===== src/rtl/imem_loader_if.sv =====
// Byte-stream input and instruction-memory write port of the imem loader.
// The slave modport is the loader side; the master modport is the byte source and memory side.
interface imem_loader_if #(
  parameter int ADDR_W = 6,
  parameter int WORD_W = 32
);
  logic              byte_valid;
  logic [7:0]        byte_data;
  logic              byte_ready;
  logic              we;
  logic [ADDR_W-1:0] waddr;
  logic [WORD_W-1:0] wdata;

  modport master (
    output byte_valid, byte_data,
    input  byte_ready, we, waddr, wdata
  );

  modport slave (
    input  byte_valid, byte_data,
    output byte_ready, we, waddr, wdata
  );
endinterface


===== src/rtl/imem_loader.sv =====
// Loads big-endian 32-bit words from a byte stream into consecutive instruction-memory
// addresses starting at 0.
//   state | meaning
//   IDLE  | waiting for start; the byte stream is not accepted
//   RECV  | collecting the four bytes of the current word
//   WRITE | one-cycle write of the assembled word
//   DONE  | one-cycle done pulse after a complete load
module imem_loader #(
  parameter int ADDR_W = 6,
  parameter int WORD_W = 32
) (
  input  logic              clk,
  input  logic              rst,
  input  logic              start,
  input  logic [ADDR_W:0]   num_words,
  input  logic              abort,
  imem_loader_if.slave      bus,
  output logic              busy,
  output logic              done,
  output logic [ADDR_W:0]   word_count
);
  typedef enum logic [1:0] {IDLE, RECV, WRITE, DONE} state_t;

  localparam logic [ADDR_W:0] DEPTH = {1'b1, {ADDR_W{1'b0}}};
  localparam logic [ADDR_W:0] ONE   = {{ADDR_W{1'b0}}, 1'b1};

  state_t            state;
  logic [1:0]        byte_cnt;
  logic [WORD_W-1:0] shift_reg;
  logic [ADDR_W:0]   word_idx;
  logic [ADDR_W:0]   load_len;
  logic [ADDR_W:0]   idx_next;
  logic              accept;

  assign accept   = bus.byte_valid & bus.byte_ready;
  assign idx_next = word_idx + ONE;

  always_ff @(posedge clk) begin
    if (rst) begin
      state          <= IDLE;
      bus.we         <= 1'b0;
      bus.waddr      <= '0;
      bus.wdata      <= '0;
      bus.byte_ready <= 1'b0;
      busy           <= 1'b0;
      done           <= 1'b0;
      word_count     <= '0;
      byte_cnt       <= '0;
      shift_reg      <= '0;
      word_idx       <= '0;
      load_len       <= '0;
    end else begin
      case (state)
        IDLE: begin
          if (start) begin
            word_count <= '0;
            word_idx   <= '0;
            byte_cnt   <= '0;
            if (num_words == '0) begin
              state <= DONE;
              done  <= 1'b1;
            end else begin
              state          <= RECV;
              busy           <= 1'b1;
              bus.byte_ready <= 1'b1;
              // Clamping the length is what keeps the address from wrapping.
              load_len       <= (num_words > DEPTH) ? DEPTH : num_words;
            end
          end
        end

        RECV: begin
          if (abort) begin
            state          <= IDLE;
            busy           <= 1'b0;
            bus.byte_ready <= 1'b0;
            byte_cnt       <= '0;
          end else if (accept) begin
            shift_reg <= {shift_reg[WORD_W-9:0], bus.byte_data};
            byte_cnt  <= byte_cnt + 2'd1;
            if (byte_cnt == 2'd3) begin
              state          <= WRITE;
              bus.byte_ready <= 1'b0;
              bus.we         <= 1'b1;
              bus.waddr      <= word_idx[ADDR_W-1:0];
              bus.wdata      <= {shift_reg[WORD_W-9:0], bus.byte_data};
            end
          end
        end

        WRITE: begin
          bus.we     <= 1'b0;
          word_idx   <= idx_next;
          word_count <= word_count + ONE;
          byte_cnt   <= '0;
          if (abort) begin
            state <= IDLE;
            busy  <= 1'b0;
          end else if (idx_next == load_len) begin
            state <= DONE;
            busy  <= 1'b0;
            done  <= 1'b1;
          end else begin
            state          <= RECV;
            bus.byte_ready <= 1'b1;
          end
        end

        DONE: begin
          done  <= 1'b0;
          busy  <= 1'b0;
          state <= IDLE;
        end

        default: state <= IDLE;
      endcase
    end
  end
endmodule


===== src/flat_wrapper.sv =====
// flat-port wrapper written by rule: the top's interface ports become plain ports
module imem_loader_flat 
#(
  parameter int ADDR_W = 6,
  parameter int WORD_W = 32
)
  (clk, rst, start, num_words, abort, busy, done, word_count, bus_byte_valid, bus_byte_data, bus_byte_ready, bus_we, bus_waddr, bus_wdata);
  imem_loader_if #(.ADDR_W(ADDR_W), .WORD_W(WORD_W)) bus_i ();
  input  logic clk;
  input  logic rst;
  input  logic start;
  input  logic [ADDR_W:0] num_words;
  input  logic abort;
  output logic busy;
  output logic done;
  output logic [ADDR_W:0] word_count;
  input wire logic [$bits(bus_i.byte_valid)-1:0] bus_byte_valid;
  input wire logic [$bits(bus_i.byte_data)-1:0] bus_byte_data;
  output wire logic [$bits(bus_i.byte_ready)-1:0] bus_byte_ready;
  output wire logic [$bits(bus_i.we)-1:0] bus_we;
  output wire logic [$bits(bus_i.waddr)-1:0] bus_waddr;
  output wire logic [$bits(bus_i.wdata)-1:0] bus_wdata;
  assign bus_i.byte_valid = bus_byte_valid;
  assign bus_i.byte_data = bus_byte_data;
  assign bus_byte_ready = bus_i.byte_ready;
  assign bus_we = bus_i.we;
  assign bus_waddr = bus_i.waddr;
  assign bus_wdata = bus_i.wdata;
  imem_loader #(.ADDR_W(ADDR_W), .WORD_W(WORD_W)) u_core (.clk(clk), .rst(rst), .start(start), .num_words(num_words), .abort(abort), .bus(bus_i), .busy(busy), .done(done), .word_count(word_count));
endmodule

===== config.mk =====
export PLATFORM = sky130hd
export DESIGN_NAME = imem_loader_flat
export DESIGN_NICKNAME = d
export VERILOG_FILES = /design/src/rtl/imem_loader_if.sv /design/src/rtl/imem_loader.sv /design/src/flat_wrapper.sv
export SDC_FILE = /design/constraint.sdc
export NUM_CORES = 1
export LEC_CHECK = 0
export BUFFER_PORTS_ARGS = -buffer_cell sky130_fd_sc_hd__buf_2
export CORE_MARGIN = 5
export CORE_UTILIZATION = 55
export CTS_CLUSTER_SIZE = 40
export DETAILED_ROUTE_END_ITERATION = 12
export GPL_TIMING_DRIVEN = 0
export MAX_ROUTING_LAYER = met4
export PLACE_DENSITY_LB_ADDON = 0.15
export SETUP_SLACK_MARGIN = 0.5
export SLEW_MARGIN = 40
export SYNTH_ARGS = -nofsm -noshare
export SYNTH_HDL_FRONTEND = slang
export SYNTH_SLANG_ARGS = --single-unit

===== constraint.sdc =====
create_clock -name clk -period 4.5 [get_ports clk]
set_input_delay 0.9 -clock clk [delete_from_list [all_inputs] [get_ports clk]]
set_output_delay 0.9 -clock clk [all_outputs]
set_load 0.02 [all_outputs]

**Word-level counts from Yosys, hierarchy flattened**

Index checks and enable logic that the tools add are counted.

- Output and inout port bits: 49
- Flip-flop bits (word level): 91
- Input port bits: 20
- Word-level logic and storage cells: 90

- Muxes and demuxes: 37
- Eq/ne operators: 18
- Add/sub/neg operators: 3
- Bitwise gates (word level): 3
- Reductions and logical operators: 16
- Magnitude comparators: 1

Operators by type and width:

| cell | number |
|---|---|
| 7-bit case mux with 2 select lines | 2 |
| 2-bit 2-to-1 mux | 10 |
| 1-bit 2-to-1 mux | 17 |
| 7-bit by 1-bit adder with 7-bit output, second input constant | 2 |
| 7-bit 2-to-1 mux | 2 |
| 2-bit inequality test, second input constant | 6 |
| 3-bit AND reduction | 4 |
| 4-bit AND reduction | 3 |
| 3-bit by 2-bit inequality test with 1-bit output, second input constant | 3 |
| 2-bit by 1-bit inequality test with 1-bit output, second input constant | 4 |
| 2-bit case mux with 4 select lines | 1 |
| 7-bit == test | 1 |
| 7-bit greater-than comparator, second input constant | 1 |
| 7-bit logical NOT | 1 |
| 7-bit AND reduction | 1 |
| 2-bit == test, second input constant | 3 |
| 1-bit case mux with 3 select lines | 2 |
| 2-bit case mux with 3 select lines | 1 |
| 3-bit nonzero test | 2 |
| 5-bit AND reduction | 1 |
| 1-bit case mux with 4 select lines | 1 |
| 2-bit nonzero test | 2 |
| 2-bit by 1-bit adder with 2-bit output, second input constant | 1 |
| 2-bit by 1-bit == test with 1-bit output, second input constant | 1 |
| 5 further kinds | 6 |

**Depth between registers and ports, before layout**

- Depth in word-level cells: 5
- Depth in mapped cells: 7
- Mapped depth without buffers: 6

**Least setup slack after synthesis**

Ideal clock, no wire load.

- Path type: input port to flip-flop
- From: input abort
- To: register u_core.bus.wdata[12]
- Path buffers: 2
- Data required time: 4.368 ns
- Setup slack: 2.465 ns
- Stages on the path: 7
- Setup time: 0.132 ns
- Arrival time: 1.903 ns
- Cell sequence: nand2b_1 -> nor3_4 -> nand2_1 -> buf_2 -> buf_1 -> nand2_1 -> a21oi_1

- Longest elaborated chain between the ends: 2

RTL lines:

| item | RTL line | source |
|---|---|---|
| start, declared | flat_wrapper.sv:13 | `input logic abort;` |
| 1-bit NOT (no line) | - |  |
| 4-bit AND reduction (no line) | - |  |
| end signal, assigned | imem_loader.sv:86 | `bus.wdata <= {shift_reg[WORD_W-9:0], bus.byte_data};` |
| end, declared | imem_loader_if.sv:21 | `output byte_ready, we, waddr, wdata` |

Every way passes these cells.
A chain may end at the register's enable or synchronous reset.

**Final worst setup path**

- From: register u_core.word_idx[0]
- To: register u_core.busy

- Longest elaborated chain between the ends: 4

RTL lines:

| item | RTL line | source |
|---|---|---|
| start, declared | imem_loader.sv:30 | `logic [ADDR_W:0] word_idx;` |
| start signal, assigned | imem_loader.sv:93 | `word_idx <= idx_next;` |
| 7-bit by 1-bit adder with 7-bit output | imem_loader.sv:36 | `assign idx_next = word_idx + ONE;` |
| 7-bit == test | imem_loader.sv:99 | `end else if (idx_next == load_len) begin` |
| 3-bit by 2-bit inequality test with 1-bit output (no line) | - |  |
| 4-bit AND reduction (no line) | - |  |
| end signal, assigned | imem_loader.sv:45 | `busy <= 1'b0;` |
| end signal, assigned | imem_loader.sv:98 | `busy <= 1'b0;` |
| end signal, assigned | imem_loader.sv:101 | `busy <= 1'b0;` |
| end, declared | imem_loader.sv:18 | `output logic busy,` |

Every way passes these cells.

==> metrics.yaml <==
status: "complete, no violations"
worst-setup-path-type: "flip-flop to flip-flop"
p_sw_share_pct: 26.1
io_buffers: 66
grt_max_degree: 17
powerDensity_nw_per_um2: 347
layoutNonFillerInstCount: 627
combPwrFrac_pct: 7.8
htree_levels: 3
async_flop_share_pct: 0
root_buffer: "clkbuf_8"
ys_top_cells_by_count: "nand2_1 (137), dfxtp_1 (91), a21oi_1 (82)"
cts.clk_slew.worst_paths_ns: 0.09
hold_ws_ns: 0.456
clk_path_buf_depth: 2
stdcell_area_sq_um: 4350
avgSynthCellArea_sq_um: 8.00
first_global_vias: 3155
p_leak_nw: 1.70
area_growth_pct: 17.0
fmax_ghz: 0.434
wl_um: 8900
postCtsSetupRepairBufs: 0
antenna_found_initial: 0
finalClockSkew_ns: 0.00803
drt-initial-drc-count: 156
synth-adder-area-share_pct: 1.01
coreArea_sq_um: 6680
critPathBufInv: 0
synth_top_cell_area_share_pct: 49.0
setup_violations: 0
viasPerCell: 5.41
synthTopCellsByArea: "dfxtp_1 (49%), nand2_1 (14%), a21oi_1 (11%)"
ioPinCount: 69
cp.required_ns: 4.73
ys_seq_elements: 91
die_y_um: 92.3
critical_path_arrival_ns: 2.53
synth-xor-area-share_pct: 2.12
final_max_slew_viol_count: 0
syn-num-nets: 488
synth_area_sq_um: 3720
largest_register_ffs: 32
routabilityCongestion: 0.838
fin_nets: 565
pwr-share-seq_pct: 54.8
cp_cell_sequence: "ha_1 > nand3_4 > o21ai_0 > nand3_1 > nor4_1 > o22ai_1"
cts_sinks: 91
yosysUniqueCellTypes: 46
wl_per_cell_um: 14.2
yosysTopAreaCell: "dfxtp_1"
track_usage_pct: 22.6
postPlaceCellArea_sq_um: 4150
dp.cells: 611
antenna_cells: 0
fill_cells: 606
synth-compound-area-share_pct: 16.1
p_int_mw: 1.12
max_stage_delay_ns: 0.59
gr-total-overflow: 0
tightestPinTransition_ns: 0.619
cp_top_family: "simple AND/OR/NAND/NOR gates"
initial_core_util_pct: 55.7
insertion_delay_ns: 0.36
drv_cap: 0
maxSlewHeadroom_pct: 58.4
p_sw_mw: 0.394
seq_area_frac_synth_pct: 49.0
netlist_instances: 465
ctsHoldBuffers: 0
drive_above_1_share_pct: 19.2
drtAntennaViolNets: 0
synth_edf_count: 0
grt_setup_unrepaired: "no"
hold_path.class: "flip-flop to flip-flop"
ys.warnings.count: 0
die_area_sq_um: 8510
final.setup.tns_ns: 0
cts_tree: "done"
cp_slowest_cell: "nor4_1"
hold_violations: 0
die_w_um: 92.3
rows: 30
synth_top_family_by_area: "simple AND/OR/NAND/NOR gates"
startpoint_type: "flip-flop"
irDropWorstVdd_mv: 0.197
yosys.cell_count.top_type: "nand2_1"
cts_resized: 0
cp-end-kind: "flip-flop"
cts_buffers: 9
period_needed_ns: 2.30
ys.flop_type: "dfxtp_1"
synthMuxAreaShare_pct: 1.78
firstDrtPassIters: 5
clock_power_share_pct: 37.3
fin_crit_sh_pct: 51.2
dp.final_hpwl_um: 6430
grt_pass1_wl_um: 15000
synth_simple_gate_area_share_pct: 25.3
drc: 0
path_max_fanout: 7
dr_total_vias: 3393
==> through the flow <==
stage	util (%)	power [mW]	setup WS [ns]
2_1_floorplan	-	0.922	2.46
6_report	65.2	1.51	2.20
3_5_place_dp	62.1	0.963	2.03
5_1_grt	65.2	1.57	2.03
4_1_cts	65.1	1.52	2.24
3_3_place_gp	62.1	0.961	2.05
==> per-layer routing <==
metal	vias up	GRT usage (%)	part of all wire, %
met4	0	8.91	1.5
met3	11	3.61	5.2
met2	92	33.8	46
met1	1583	30.8	47
met5	-	-	0
li1	1707	-	-
==> cells in the final DEF (no fill, tap or decap), types with 7 or more instances in the layout <==
cell type / count
nor3b_1: 7
nand2_1: 137
o21ai_0: 7
nor2_1: 34
buf_2: 71
clkbuf_8: 9
dfxtp_1: 91
a22oi_1: 8
a21oi_1: 82
clkbuf_1: 20
==> worst min-delay path, delay by kind of cell, from the launching register on <==
| family | cells | cell delay, ns |
|---|---|---|
| flip-flops | 1 | 0.32 |
| AND/OR/NAND/NOR | 1 | 0.05 |
| AO/OA/AOI/OAI | 1 | 0.05 |
==> cell families after synthesis <==
| family | Yosys count |
|---|---|
| AOI/OAI and AO/OA | 109 |
| xor gates and xnor gates | 9 |
| adders and majority gates | 3 |
| buffers and inverters | 34 |
| DFF | 91 |
| muxes | 6 |
| and+or+nand+nor | 213 |
==> area by class of cell <==
type,instances,area (sq um),area share (%)
plain buffers,31,164,3.76
repair buffers,66,330,7.59
multi-input cells,340,1730,39.7
well taps,80,100,2.30
clock inverters,6,71.3,1.64
inverters,3,11.3,0.259
clock buffers,10,128,2.93
flip-flops and latches,91,1820,41.8
==> worst paths after layout <==
check	slack, ns	cells after the start	endpoint	start
setup / recovery	2.20	6	u_core.busy	u_core.word_idx[0]
hold / removal	0.46	2	u_core.bus.wdata[27]	u_core.bus.wdata[27]
setup reg to reg	2.20	6	u_core.busy	u_core.word_idx[0]
hold reg to reg	0.46	2	u_core.bus.wdata[27]	u_core.bus.wdata[27]
==> power groups by stage <==
stage / registers [mW] / clock network (mW) / logic, mW
after floorplan: 0.848 / 0 / 0.0740
after global placement: 0.847 / 0 / 0.114
after detailed placement: 0.847 / 0 / 0.116
after CTS: 0.828 / 0.573 / 0.117
after global routing: 0.830 / 0.603 / 0.133
final: 0.829 / 0.564 / 0.118
Note: power is estimated with default switching activity, not from simulation.
